==> src/rtl/mips_pkg.sv <==
// mips_pkg: shared definitions for the MIPS multicycle controller, ALU and datapath.
// Holds opcode/funct constants, PC source encodings, the controller state enum,
// the control-word struct and the per-state control-word decode function.
package mips_pkg;

    localparam logic [5:0] OP_RTYPE = 6'd0;
    localparam logic [5:0] OP_LW    = 6'd35;
    localparam logic [5:0] OP_SW    = 6'd43;
    localparam logic [5:0] OP_BEQ   = 6'd4;
    localparam logic [5:0] OP_J     = 6'd2;
    localparam logic [5:0] OP_ADDI  = 6'd8;

    localparam logic [5:0] F_ADD = 6'd32;
    localparam logic [5:0] F_SUB = 6'd34;
    localparam logic [5:0] F_AND = 6'd36;
    localparam logic [5:0] F_OR  = 6'd37;
    localparam logic [5:0] F_SLT = 6'd42;

    localparam logic [1:0] PC_SRC_PLUS4  = 2'd0;
    localparam logic [1:0] PC_SRC_BRANCH = 2'd1;
    localparam logic [1:0] PC_SRC_JUMP   = 2'd2;

    typedef enum logic [3:0] {
        StIdle     = 4'd0,
        StFetch    = 4'd1,
        StDecode   = 4'd2,
        StExecR    = 4'd3,
        StExecAddr = 4'd4,
        StExecImm  = 4'd5,
        StExecBr   = 4'd6,
        StExecJ    = 4'd7,
        StMemRd    = 4'd8,
        StMemWr    = 4'd9,
        StWbAlu    = 4'd10,
        StWbMem    = 4'd11,
        StTrap     = 4'd12
    } state_e;

    // pc_cond marks the beq state: the PC load is qualified by the live zero flag.
    typedef struct packed {
        logic       pc_en;
        logic       pc_cond;
        logic [1:0] pc_src;
        logic       ir_write;
        logic       reg_write;
        logic       reg_dst;
        logic       mem_to_reg;
        logic       alu_src_b;
        logic [5:0] alu_func;
        logic       mem_read;
        logic       mem_write;
        logic       illegal;
    } ctrl_t;

    // Control word for a state, given the opcode/funct latched in DECODE.
    function automatic ctrl_t ctrl_for_state(state_e st, logic [5:0] op, logic [5:0] fn);
        ctrl_t c;
        c          = '0;
        c.alu_func = F_ADD;
        case (st)
            StFetch: begin
                c.ir_write = 1'b1;
                c.pc_en    = 1'b1;
                c.pc_src   = PC_SRC_PLUS4;
            end
            StExecR: c.alu_func = fn;
            StExecAddr, StExecImm: c.alu_src_b = 1'b1;
            StExecBr: begin
                c.alu_func = F_SUB;
                c.pc_src   = PC_SRC_BRANCH;
                c.pc_cond  = 1'b1;
            end
            StExecJ: begin
                c.pc_en  = 1'b1;
                c.pc_src = PC_SRC_JUMP;
            end
            StMemRd: begin
                c.mem_read  = 1'b1;
                c.alu_src_b = 1'b1;
            end
            StMemWr: begin
                c.mem_write = 1'b1;
                c.alu_src_b = 1'b1;
            end
            StWbAlu: begin
                c.reg_write = 1'b1;
                c.reg_dst   = (op == OP_RTYPE);
                c.alu_func  = (op == OP_RTYPE) ? fn : F_ADD;
            end
            StWbMem: begin
                c.reg_write  = 1'b1;
                c.mem_to_reg = 1'b1;
            end
            StTrap: c.illegal = 1'b1;
            default: ;
        endcase
        return c;
    endfunction

endpackage

==> src/rtl/mips_multicycle_ctrl_if.sv <==
// mips_multicycle_ctrl_if: controller <-> datapath bundle.
// Inputs to the controller: opcode, funct (IR fields), zero, mem_ready, stall.
// Outputs from the controller: PC/IR/regfile/memory enables, mux selects, alu_func, illegal.
// master = controller side, slave = datapath side.
interface mips_multicycle_ctrl_if;

    logic [5:0] opcode;
    logic [5:0] funct;
    logic       zero;
    logic       mem_ready;
    logic       stall;

    logic       pc_en;
    logic [1:0] pc_src;
    logic       ir_write;
    logic       reg_write;
    logic       reg_dst;
    logic       mem_to_reg;
    logic       alu_src_b;
    logic [5:0] alu_func;
    logic       mem_read;
    logic       mem_write;
    logic       illegal;

    modport master (
        input  opcode, funct, zero, mem_ready, stall,
        output pc_en, pc_src, ir_write, reg_write, reg_dst, mem_to_reg, alu_src_b,
               alu_func, mem_read, mem_write, illegal
    );

    modport slave (
        output opcode, funct, zero, mem_ready, stall,
        input  pc_en, pc_src, ir_write, reg_write, reg_dst, mem_to_reg, alu_src_b,
               alu_func, mem_read, mem_write, illegal
    );

endinterface

==> src/rtl/mips_decode.sv <==
// mips_decode: combinational opcode/funct decode.
// Ports: opcode, funct (in) -> exec_state (execute state to enter after DECODE),
//        legal (opcode, and funct for R-type, are supported).
import mips_pkg::*;

module mips_decode (
    input  logic [5:0] opcode,
    input  logic [5:0] funct,
    output state_e     exec_state,
    output logic       legal
);

    always_comb begin
        exec_state = StTrap;
        legal      = 1'b0;
        case (opcode)
            OP_RTYPE: begin
                exec_state = StExecR;
                case (funct)
                    F_ADD, F_SUB, F_AND, F_OR, F_SLT: legal = 1'b1;
                    default:                          legal = 1'b0;
                endcase
            end
            OP_LW, OP_SW: begin
                exec_state = StExecAddr;
                legal      = 1'b1;
            end
            OP_ADDI: begin
                exec_state = StExecImm;
                legal      = 1'b1;
            end
            OP_BEQ: begin
                exec_state = StExecBr;
                legal      = 1'b1;
            end
            OP_J: begin
                exec_state = StExecJ;
                legal      = 1'b1;
            end
            default: ;
        endcase
    end

endmodule

==> src/rtl/mips_multicycle_ctrl.sv <==
// mips_multicycle_ctrl: Moore FSM sequencing fetch/decode/execute/memory/write-back
// for the multicycle MIPS datapath, plus retired-instruction and cycle counters.
// Ports: clk, rst (async, active-high); bus (master modport: IR fields, zero,
//        mem_ready, stall in; datapath controls out); state (debug encoding);
//        instr_count, cycle_count (CNT_W-bit, wrapping).
import mips_pkg::*;

module mips_multicycle_ctrl #(
    parameter int unsigned CNT_W = 32
) (
    input  logic                  clk,
    input  logic                  rst,
    mips_multicycle_ctrl_if.master bus,
    output logic [3:0]            state,
    output logic [CNT_W-1:0]      instr_count,
    output logic [CNT_W-1:0]      cycle_count
);

    state_e           state_q, state_d;
    state_e           dec_state;
    logic             dec_legal;
    logic [5:0]       op_q, op_d;
    logic [5:0]       funct_q, funct_d;
    ctrl_t            ctrl_q, ctrl_d;
    logic [CNT_W-1:0] instr_cnt_q, instr_cnt_d;
    logic [CNT_W-1:0] cycle_cnt_q, cycle_cnt_d;

    mips_decode u_decode (
        .opcode     (bus.opcode),
        .funct      (bus.funct),
        .exec_state (dec_state),
        .legal      (dec_legal)
    );

    always_comb begin
        state_d     = state_q;
        op_d        = op_q;
        funct_d     = funct_q;
        instr_cnt_d = instr_cnt_q;
        cycle_cnt_d = cycle_cnt_q;
        if (!bus.stall) begin
            cycle_cnt_d = cycle_cnt_q + CNT_W'(1);
            case (state_q)
                StIdle:   state_d = StFetch;
                StFetch:  state_d = StDecode;
                StDecode: begin
                    state_d = dec_legal ? dec_state : StTrap;
                    op_d    = bus.opcode;
                    funct_d = bus.funct;
                end
                StExecR, StExecImm: state_d = StWbAlu;
                StExecAddr: state_d = (op_q == OP_LW) ? StMemRd : StMemWr;
                StMemRd: if (bus.mem_ready) state_d = StWbMem;
                StMemWr: if (bus.mem_ready) state_d = StFetch;
                StExecBr, StExecJ, StWbAlu, StWbMem: state_d = StFetch;
                default: state_d = StTrap;
            endcase
            // Every entry to FETCH except the one out of IDLE retires an instruction.
            if (state_d == StFetch && state_q != StIdle) begin
                instr_cnt_d = instr_cnt_q + CNT_W'(1);
            end
        end
        // Control word is registered from the next state so outputs come straight off flops.
        ctrl_d = ctrl_for_state(state_d, op_d, funct_d);
    end

    always_ff @(posedge clk or posedge rst) begin
        if (rst) begin
            state_q     <= StIdle;
            op_q        <= OP_RTYPE;
            funct_q     <= F_ADD;
            ctrl_q      <= ctrl_for_state(StIdle, OP_RTYPE, F_ADD);
            instr_cnt_q <= '0;
            cycle_cnt_q <= '0;
        end else begin
            state_q     <= state_d;
            op_q        <= op_d;
            funct_q     <= funct_d;
            ctrl_q      <= ctrl_d;
            instr_cnt_q <= instr_cnt_d;
            cycle_cnt_q <= cycle_cnt_d;
        end
    end

    // Stall suppresses every state-changing strobe; mem_read is left alone so a
    // pending read keeps its request up.
    assign bus.pc_en      = (ctrl_q.pc_en | (ctrl_q.pc_cond & bus.zero)) & ~bus.stall;
    assign bus.ir_write   = ctrl_q.ir_write & ~bus.stall;
    assign bus.reg_write  = ctrl_q.reg_write & ~bus.stall;
    assign bus.mem_write  = ctrl_q.mem_write & ~bus.stall;
    assign bus.mem_read   = ctrl_q.mem_read;
    assign bus.pc_src     = ctrl_q.pc_src;
    assign bus.reg_dst    = ctrl_q.reg_dst;
    assign bus.mem_to_reg = ctrl_q.mem_to_reg;
    assign bus.alu_src_b  = ctrl_q.alu_src_b;
    assign bus.alu_func   = ctrl_q.alu_func;
    assign bus.illegal    = ctrl_q.illegal;

    assign state       = state_q;
    assign instr_count = instr_cnt_q;
    assign cycle_count = cycle_cnt_q;

endmodule
==> src/flat_wrapper.sv <==
// flat-port wrapper written by rule: the top's interface ports become plain ports
module mips_multicycle_ctrl_flat 
#(
    parameter int unsigned CNT_W = 32
)
  (clk, rst, state, instr_count, cycle_count, bus_opcode, bus_funct, bus_zero, bus_mem_ready, bus_stall, bus_pc_en, bus_pc_src, bus_ir_write, bus_reg_write, bus_reg_dst, bus_mem_to_reg, bus_alu_src_b, bus_alu_func, bus_mem_read, bus_mem_write, bus_illegal);
  mips_multicycle_ctrl_if bus_i ();
  input  logic clk;
  input  logic rst;
  output logic [3:0] state;
  output logic [CNT_W-1:0] instr_count;
  output logic [CNT_W-1:0] cycle_count;
  input wire logic [$bits(bus_i.opcode)-1:0] bus_opcode;
  input wire logic [$bits(bus_i.funct)-1:0] bus_funct;
  input wire logic [$bits(bus_i.zero)-1:0] bus_zero;
  input wire logic [$bits(bus_i.mem_ready)-1:0] bus_mem_ready;
  input wire logic [$bits(bus_i.stall)-1:0] bus_stall;
  output wire logic [$bits(bus_i.pc_en)-1:0] bus_pc_en;
  output wire logic [$bits(bus_i.pc_src)-1:0] bus_pc_src;
  output wire logic [$bits(bus_i.ir_write)-1:0] bus_ir_write;
  output wire logic [$bits(bus_i.reg_write)-1:0] bus_reg_write;
  output wire logic [$bits(bus_i.reg_dst)-1:0] bus_reg_dst;
  output wire logic [$bits(bus_i.mem_to_reg)-1:0] bus_mem_to_reg;
  output wire logic [$bits(bus_i.alu_src_b)-1:0] bus_alu_src_b;
  output wire logic [$bits(bus_i.alu_func)-1:0] bus_alu_func;
  output wire logic [$bits(bus_i.mem_read)-1:0] bus_mem_read;
  output wire logic [$bits(bus_i.mem_write)-1:0] bus_mem_write;
  output wire logic [$bits(bus_i.illegal)-1:0] bus_illegal;
  assign bus_i.opcode = bus_opcode;
  assign bus_i.funct = bus_funct;
  assign bus_i.zero = bus_zero;
  assign bus_i.mem_ready = bus_mem_ready;
  assign bus_i.stall = bus_stall;
  assign bus_pc_en = bus_i.pc_en;
  assign bus_pc_src = bus_i.pc_src;
  assign bus_ir_write = bus_i.ir_write;
  assign bus_reg_write = bus_i.reg_write;
  assign bus_reg_dst = bus_i.reg_dst;
  assign bus_mem_to_reg = bus_i.mem_to_reg;
  assign bus_alu_src_b = bus_i.alu_src_b;
  assign bus_alu_func = bus_i.alu_func;
  assign bus_mem_read = bus_i.mem_read;
  assign bus_mem_write = bus_i.mem_write;
  assign bus_illegal = bus_i.illegal;
  mips_multicycle_ctrl #(.CNT_W(CNT_W)) u_core (.clk(clk), .rst(rst), .bus(bus_i), .state(state), .instr_count(instr_count), .cycle_count(cycle_count));
endmodule
==> config.mk <==
export PLATFORM = sky130hd
export DESIGN_NAME = mips_multicycle_ctrl_flat
export DESIGN_NICKNAME = d
export VERILOG_FILES = /design/src/rtl/mips_pkg.sv /design/src/rtl/mips_multicycle_ctrl_if.sv /design/src/rtl/mips_decode.sv /design/src/rtl/mips_multicycle_ctrl.sv /design/src/flat_wrapper.sv
export SDC_FILE = /design/constraint.sdc
export NUM_CORES = 1
export LEC_CHECK = 0
export ABC_AREA = 1
export CORE_ASPECT_RATIO = 0.7
export CORE_MARGIN = 1.5
export CORE_UTILIZATION = 47
export DETAILED_ROUTE_END_ITERATION = 8
export GPL_ROUTABILITY_DRIVEN = 0
export HOLD_SLACK_MARGIN = 0.05
export PLACE_DENSITY_LB_ADDON = 0.3
export SETUP_SLACK_MARGIN = 0.02
export SYNTH_ARGS = -nofsm -noshare
export SYNTH_HDL_FRONTEND = slang
export SYNTH_SLANG_ARGS = --single-unit
==> constraint.sdc <==
create_clock -name clk -period 2.95 [get_ports clk]
set_input_delay 0.59 -clock clk [delete_from_list [all_inputs] [get_ports clk]]
set_output_delay 0.59 -clock clk [all_outputs]
set_load 0.01 [all_outputs]
==> summary.md, run 1 <==
For the worst voltage drop across the vdd grid, the log shows 0.319 mV. The class of the tightest hold or removal check is flop to flop. The number of global-route vias before repair came out at 4,459. The run gives 48.2% as the starting density of the core. The worst-skew pair later-pin latency is 0.34 ns, and the total grt overflow is 0.

The tools report the utilization of the core after routing as 61.3%. The number of clock buffers added by TritonCTS is 9. Summing every instance area after synthesis gives 5280 µm².

The area taken by multi-input logic gates was 2460 µm²; the cell area after layout was 6720 µm². The largest family of logic cells by synthesized area was simple AND/OR/NAND/NOR gates. Setup violations remaining at the end of the flow were counted as 0.

The run gives 6420 µm² as the cell area after placement. The chip width was 130 µm; the post-route antenna net violation count was 0. For the number of failing hold endpoints at the final stage, the log shows 0. The most crowded layer after global routing was met2. Global routing used 31.4% of the available met1 tracks. The basic-gate share of the synthesized area counting and, or, nand and nor cells works out to 34.2%. The wire-length estimate of the detail-placed layout is 9800 µm.

The completed layout was analyzed and its total power is 4440 µW. The routed design could run at a clock period as short as 2.48 ns. Headroom to the max-slew limit came out at 63.8%. Across the run, the number of max-cap violations was 0.

The deepest clock path buffer count was 2; the area of the die was 11,900 µm². The timing startpoint of the critical path is bus_stall. In this run the critical register-to-register path is captured at u_core.instr_count[9]. The number of stages on the worst hold path was 1; the xor-xnor portion of the synthesized cell area was 8.95%. Share of layout cells above drive strength 1: 8.06%. The flow ran to the end, and the final reports show no timing, DRC or antenna violations. The most frequent standard cell in the layout excluding fill and tap cells is nand2_1. The critical path start-end classification is primary input to output pin. For this run, design rule violations remaining after detail routing come to 0. Global-route wire length before repair: 21,000 µm. Across all layers, the routed design uses 4,710 vias.

After detailed routing, the total wire length is 12,700 µm. The growth of design area from synthesis to finish is 27.2%. The routed wire length per instance is 13.7 µm, and the final-layout setup total negative slack is 0 ns.

The post-synthesis average cell area came out at 7.95 µm². Maximum clock frequency: 403 MHz. The H-tree generated during clock tree synthesis spans 3 levels.

The tools report the count of distinct cell types in the synthesized netlist as 35. Internal reg-to-reg setup slack: 0.79 ns. The worst register-to-register path begins at u_core.state[3].

The number of register bits inferred by synthesis is 97, and the area of the core is 11,000 µm². Setup repair after global routing left no endpoint under its margin. The number of top-level design ports is 102, and the area fraction in compound gates after synthesis is 2.75%. TritonCTS built the clock tree. The layout has 957 filler cells. The number of cells on the worst reg-to-reg path is 13. For the worst setup path, the data required time is 2.36 ns.

In this run the worst path has a maximum fanout of 15. Total number of placement rows: 32. For this run, the register share of the synthesized area comes to 46.0%. The number of warnings printed during yosys synthesis is 0. The top cell types in the final layout, fill and taps aside, are nand2_1 (189), clkdlybuf4s50_1 (101), dfrtp_1 (95). In this run, the number of DRC markers left after iteration 0 of detailed routing was 344. The worst setup path is captured at an output pin.

The number of nets handed over by synthesis was 684. For this run, the total global-route usage over all layers was measured as 22.3%. Input and output buffers added on the ports amount to 101.

The clock tree root buffer cell was clkbuf_16. After technology mapping, the gate count stands at 665. Measured along the y axis, the die boundary spans 91.7 µm. The number of antenna diodes in the final layout is 0. The number of max-slew violations in the final report was 0; the post-route fraction of the period consumed by the critical path was 84.2%.

Number of hold buffers added after CTS: 0. At the pin with the least slew margin, the transition time is 0.537 ns. The worst hold path terminates at u_core.cycle_count[15].

In the routed layout, each cell is associated on average with a via count of 5.11. The initial antenna violation count is 0, and the synthesized-area fraction occupied by adder cells is 0.474%. Clock skew on the completed layout was measured at 0.00737 ns. Once the clock tree was built, the resizer swapped 0 gates to a different size. Buffers added to address setup during post-CTS repair amount to 0. Dividing total power by cell area gives a power density of 661 nW/µm². Sort of element at the start of the critical path: a primary input.

The launch point of the worst hold path is u_core.cycle_count[15]. The sequential standard cell area is 2430 µm². Data on the critical path arrives at its endpoint at 1.89 ns.

Multiplexer cells account for 0.213% of the synthesized area. The leakage power of the design is 0.00319 µW. The final hold slack is 0.491 ns, and the clock net sink count is 97. Global routing consumed, on the met3 layer, 5.31% of the routing resources.

Clock-pin slew was measured on the worst setup and hold paths at 0.07 ns. Entering global routing, the biggest net connects 47 pins. The pre-antenna-repair detailed-routing pass consisted of 7 iterations.

The number of nets in the layout was 783; the met2 track utilization from global routing was 34.3%.
## layout make-up
class | instances | share of cell area (%)
flip-flops and latches | 97 | 36.2
clock inverters | 5 | 0.801
clock buffers | 11 | 3.61
multi-input cells | 477 | 36.6
inverters | 72 | 4.08
repair buffers | 107 | 15.9
well taps | 153 | 2.85
## worst max path at each step
stage	slack (ns)	to
floorplan	0.95	u_core.cycle_count[27]
global placement	0.34	u_core.instr_count[6]
detailed placement	0.21	u_core.instr_count[7]
CTS	0.44	bus_reg_write
global route	0.31	u_core.instr_count[9]
finish	0.47	bus_reg_write
## layer usage
metal,vias up,routed length (µm)
met4,0,112
met3,15,1180
met2,222,5570
met1,2184,5790
met5,-,0
li1,2289,-
## power by group
part | total [µW] | switching (µW) | internal [µW]
logic | 1470 | 868 | 603
clock network | 1160 | 479 | 679
registers | 1810 | 244 | 1570
total | 4440 | 1590 | 2850
## synth_stat cells
cell type / number / area share [%]
nand4_1: 21 / 2.5
dfrtp_1: 95 / 45
a21oi_2: 2 / 0.33
or2_1: 1 / 0.12
mux2_2: 1 / 0.21
o21ai_0: 11 / 1.0
xnor2_1: 13 / 2.2
inv_1: 65 / 4.6
dfstp_2: 2 / 0.99
nor4_1: 8 / 0.95
nand2_1: 189 / 13
xor2_1: 41 / 6.8
nand4_2: 1 / 0.24
clkinv_1: 1 / 0.071
nor3_1: 20 / 1.9
nor4_4: 1 / 0.40
ha_1: 2 / 0.47
or2_2: 1 / 0.12
clkbuf_1: 5 / 0.36
inv_2: 6 / 0.43
buf_6: 2 / 0.43
a21oi_1: 7 / 0.66
nor2_1: 81 / 5.8
nand2_4: 1 / 0.21
clkbuf_2: 1 / 0.095
nand3_1: 39 / 3.7
nand3_2: 5 / 0.95
a22oi_1: 1 / 0.14
nor2_2: 9 / 1.1
o21ai_1: 6 / 0.57
nand3b_1: 5 / 0.71
buf_2: 2 / 0.19
nor2_4: 9 / 1.9
nand2_2: 2 / 0.24
buf_4: 9 / 1.3
## critical path, stage by stage
cell             delay, ns
clkdlybuf4s50_1       0.42
buf_4                 0.21
nor2_1                0.12
clkdlybuf4s50_1       0.55
## stage by stage
step | instances | worst slack [ns]
5_1_grt | 922 | 0.308
4_1_cts | 922 | 0.442
3_3_place_gp | 906 | 0.339
6_report | 922 | 0.466
2_1_floorplan | 665 | 0.950
3_5_place_dp | 906 | 0.208
## kinds of logic after synthesis
kind of cell,after synthesis
AOI/OAI and AO/OA,27
xor gates and xnor gates,54
adders and majority gates,2
buffers and inverters,91
DFF,97
muxes,1
and+or+nand+nor,393
No activity file was read; power rests on OpenSTA's default activity.
==> inputs of run 2 (changes only) <==
--- a/config.mk
+++ b/config.mk
@@ -8,7 +8,7 @@
 export ABC_AREA = 1
 export CORE_ASPECT_RATIO = 0.7
 export CORE_MARGIN = 1.5
-export CORE_UTILIZATION = 47
+export CORE_UTILIZATION = 49
 export DETAILED_ROUTE_END_ITERATION = 8
 export GPL_ROUTABILITY_DRIVEN = 0
 export HOLD_SLACK_MARGIN = 0.05
==> constraint.sdc (replaced) <==
create_clock -name clk -period 2.5 [get_ports clk]
set_input_delay 0.5 -clock clk [delete_from_list [all_inputs] [get_ports clk]]
set_output_delay 0.5 -clock clk [all_outputs]
set_load 0.01 [all_outputs]
==> run 2 against run 1 <==
Flip-flop and latch count is the same. Combinational power grew 22%. First-iteration DRC count rose by 24%. Die area shrank 4.0%. Sequential share of layout area decreased by 0.36 points. Sequential power is 18% higher.
==> summary.md, run 2 (same netlist as run 1, synthesis figures left out) <==
The die covers 11,400 µm². The slowest library cell on the worst path is clkdlybuf4s50_1. Entering global routing, the biggest net connects 50 pins. The routed wire length per instance works out to 14.4 µm. Of all nets on the critical path, the largest fanout is 5.

Counting every sink on the clock net gives 97. The part of the total power dissipated in combinational logic is 33.6%. Traced cell by cell, the critical path runs through clkdlybuf4s50_1 > buf_4 > nor2_1 > clkdlybuf4s50_1. Data required time of the worst path: 2.00 ns.

The clock tree root buffer cell is clkbuf_16. The run gives 0.34 ns as the worst-skew pair later-pin latency. The worst setup path is launched from a primary input. The first detailed-routing pass took 6 iterations.

The first global-routing pass estimated 21,800 µm of wire. Timing analysis after detailed placement gives a worst setup slack of -0.0877 ns. The tools report the number of failing hold endpoints at the final stage as 0. The analysis attributes to cell leakage a power of 0.00324 µW. The tools report the starting density of the core as 50.6%.

After routing the design area is 6790 µm². The tools report the number of violations of the max-capacitance limit as 0. For this design the total switching power over the nets is 1920 µW. The antenna cell count came out at 0. 102 I/O pins were placed. The run gives 26.2% as the portion of total power attributed to the clock network. TritonCTS built the clock tree. The worst voltage drop across the vdd grid was 0.435 mV. The setup path with the least slack is of type primary input to output pin. The endpoint class of the critical path was an output pin. The total grt overflow was 0; the number of max-slew violations in the final report was 0. After clock tree synthesis, the setup repair step added 0 buffers. The worst hold path belongs to the class primary input to asynchronous set/reset pin. The core region is 10,400 µm².

The total number of placement rows was 31; the total of buffers placed on input and output ports was 101. In the layout the commonest cells are nand2_1 (189), clkdlybuf4s50_1 (101), dfrtp_1 (95). The number of failing setup endpoints in the final timing report was 0; the total wire length after detailed routing was 13,100 µm.

The routed design could run at a clock period as short as 2.41 ns. The post-route fraction of the period consumed by the critical path is 96.6%. Based on the critical path, the design can be clocked at up to 414 MHz. The number of CTS-inserted buffers was 9. The y dimension of the die was 89.9 µm; the chip width was 127 µm. Counting along the longest clock path gives a buffer depth of 2. After the last flow step, the layout net total stands at 794.

Number of DRC markers after the initial detailed-route iteration: 427. Setup slack on the worst reg-to-reg path comes out at 0.35 ns. The final hold slack came out at 0.452 ns. In this run the remaining antenna-violating nets after routing total 0. Vias after detailed routing: 4,762. The worst-margin pin slew is 0.469 ns, and the initial antenna violation count is 0. The internal power is 3390 µW, and the overall routing resource usage is 24.1%.

The tools report the portion of total power attributed to sequential cells as 40.2%. Among the stages of the critical path, the cell type that occurs most often is clkdlybuf4s50_1. In this design, the stage delay of the slowest critical-path cell is 0.56 ns. The run gives 3 as the H-tree level count. On the final layout, the worst clock skew is 0.00590 ns. The run finished with clean final reports. In the routed design, unresolved DRC markers number 0. Compared with the post-synthesis result, the final layout area differs by 28.5%. Data on the critical path arrives at its endpoint at 1.91 ns. Summed over all nets, the half-perimeter wirelength after detailed placement is 9960 µm.

The clock-pin slew on the worst setup and hold paths works out to 0.07 ns. Net switching is 36.1% of the power. The most frequent standard cell in the layout excluding fill and tap cells is nand2_1. The power density normalized to cell area works out to 783 nW/µm². Across all setup checks in the final design, the least slack found is 0.0852 ns.

The number of global-route vias before repair is 4,506. The tightest slew margin relative to the limit is 68.5%, and the average vias per placed instance is 5.22. Cells with a size suffix above 1 make up 9.49% of the layout. The placed instances occupy a cell area of 6480 µm².
[run 2: cell types whose count changed in the layout (fill, tap and decap cells not counted)]
cell	change
buf_4	+11
clkbuf_1	+1
clkinv_2	-2
clkinvlp_4	+1
nor2_1	-2
nor2_2	+1
nor2_4	+1
o21ai_0	-1
o21ai_1	+1
[run 2: repair_timing]
item	4_1_cts	5_1_grt
setup endpoints to repair	0	6
hold endpoints to repair	0	0
resized for setup	0	4
hold buffers	0	0
[run 2: power by group through the flow]
stage	logic [µW]	clock network (µW)	registers, µW
detailed placement	1770	0	2160
finish	1790	1390	2140
floorplan	1080	0	2160
global placement	1720	0	2140
global route	1960	1510	2180
CTS	1780	1430	2130
[run 2: layer usage]
layer,vias up,share of wire (%),track usage [%]
li1,2314,-,-
met1,2241,49,34.9
met2,193,44,36.7
met3,14,6.4,6.07
met4,0,0.97,5.49
met5,-,0,0
[run 2: stage by stage]
step | setup TNS [ns] | utilization (%) | total power [µW] | std cells
2_1_floorplan | 0 | - | 3240 | 665
3_3_place_gp | -0.682 | 62.1 | 3860 | 896
3_5_place_dp | -0.762 | 62.1 | 3920 | 896
4_1_cts | 0 | 65.0 | 5340 | 912
5_1_grt | -0.00142 | 65.1 | 5650 | 912
6_report | 0 | 65.1 | 5320 | 912
[run 2: final timing paths]
| kind | startpoint | to | cells after the start |
|---|---|---|---|
| setup / recovery | bus_stall | bus_mem_write | 4 |
| hold / removal | rst | u_core.cycle_count[15] | 2 |
| setup reg to reg | u_core.cycle_count[0] | u_core.cycle_count[24] | 7 |
| hold reg to reg | u_core.cycle_count[15] | u_core.cycle_count[15] | 1 |
| max in group asynchronous | rst | u_core.bus.alu_func[5] | 3 |
| min in group clk | u_core.cycle_count[15] | u_core.cycle_count[15] | 1 |
[run 2: final cells by class]
cell class,instances,area [µm²]
Clock buffer,12,246
Clock inverter,4,51.3
Tap cell,132,165
Fill cell,867,3650
Inverter,72,274
Timing Repair Buffer,118,1150
Sequential cell,97,2430
Multi-Input combinational cell,477,2470
[run 2: critical path: cells and delay by family]
| kind | cells | cell delay (ns) |
|---|---|---|
| buf+inv | 3 | 1.23 |
| simple gates | 1 | 0.17 |
==> inputs of run 3 (changes only) <==
--- a/config.mk
+++ b/config.mk
@@ -9,11 +9,13 @@
 export CORE_ASPECT_RATIO = 0.7
 export CORE_MARGIN = 1.5
 export CORE_UTILIZATION = 49
+export CTS_CLUSTER_SIZE = 30
 export DETAILED_ROUTE_END_ITERATION = 8
 export GPL_ROUTABILITY_DRIVEN = 0
 export HOLD_SLACK_MARGIN = 0.05
 export PLACE_DENSITY_LB_ADDON = 0.3
 export SETUP_SLACK_MARGIN = 0.02
+export SLEW_MARGIN = 20
 export SYNTH_ARGS = -nofsm -noshare
 export SYNTH_HDL_FRONTEND = slang
 export SYNTH_SLANG_ARGS = --single-unit
==> results of run 3 <==
No change in the layout: final DEF, timing and power equal those of run 2.
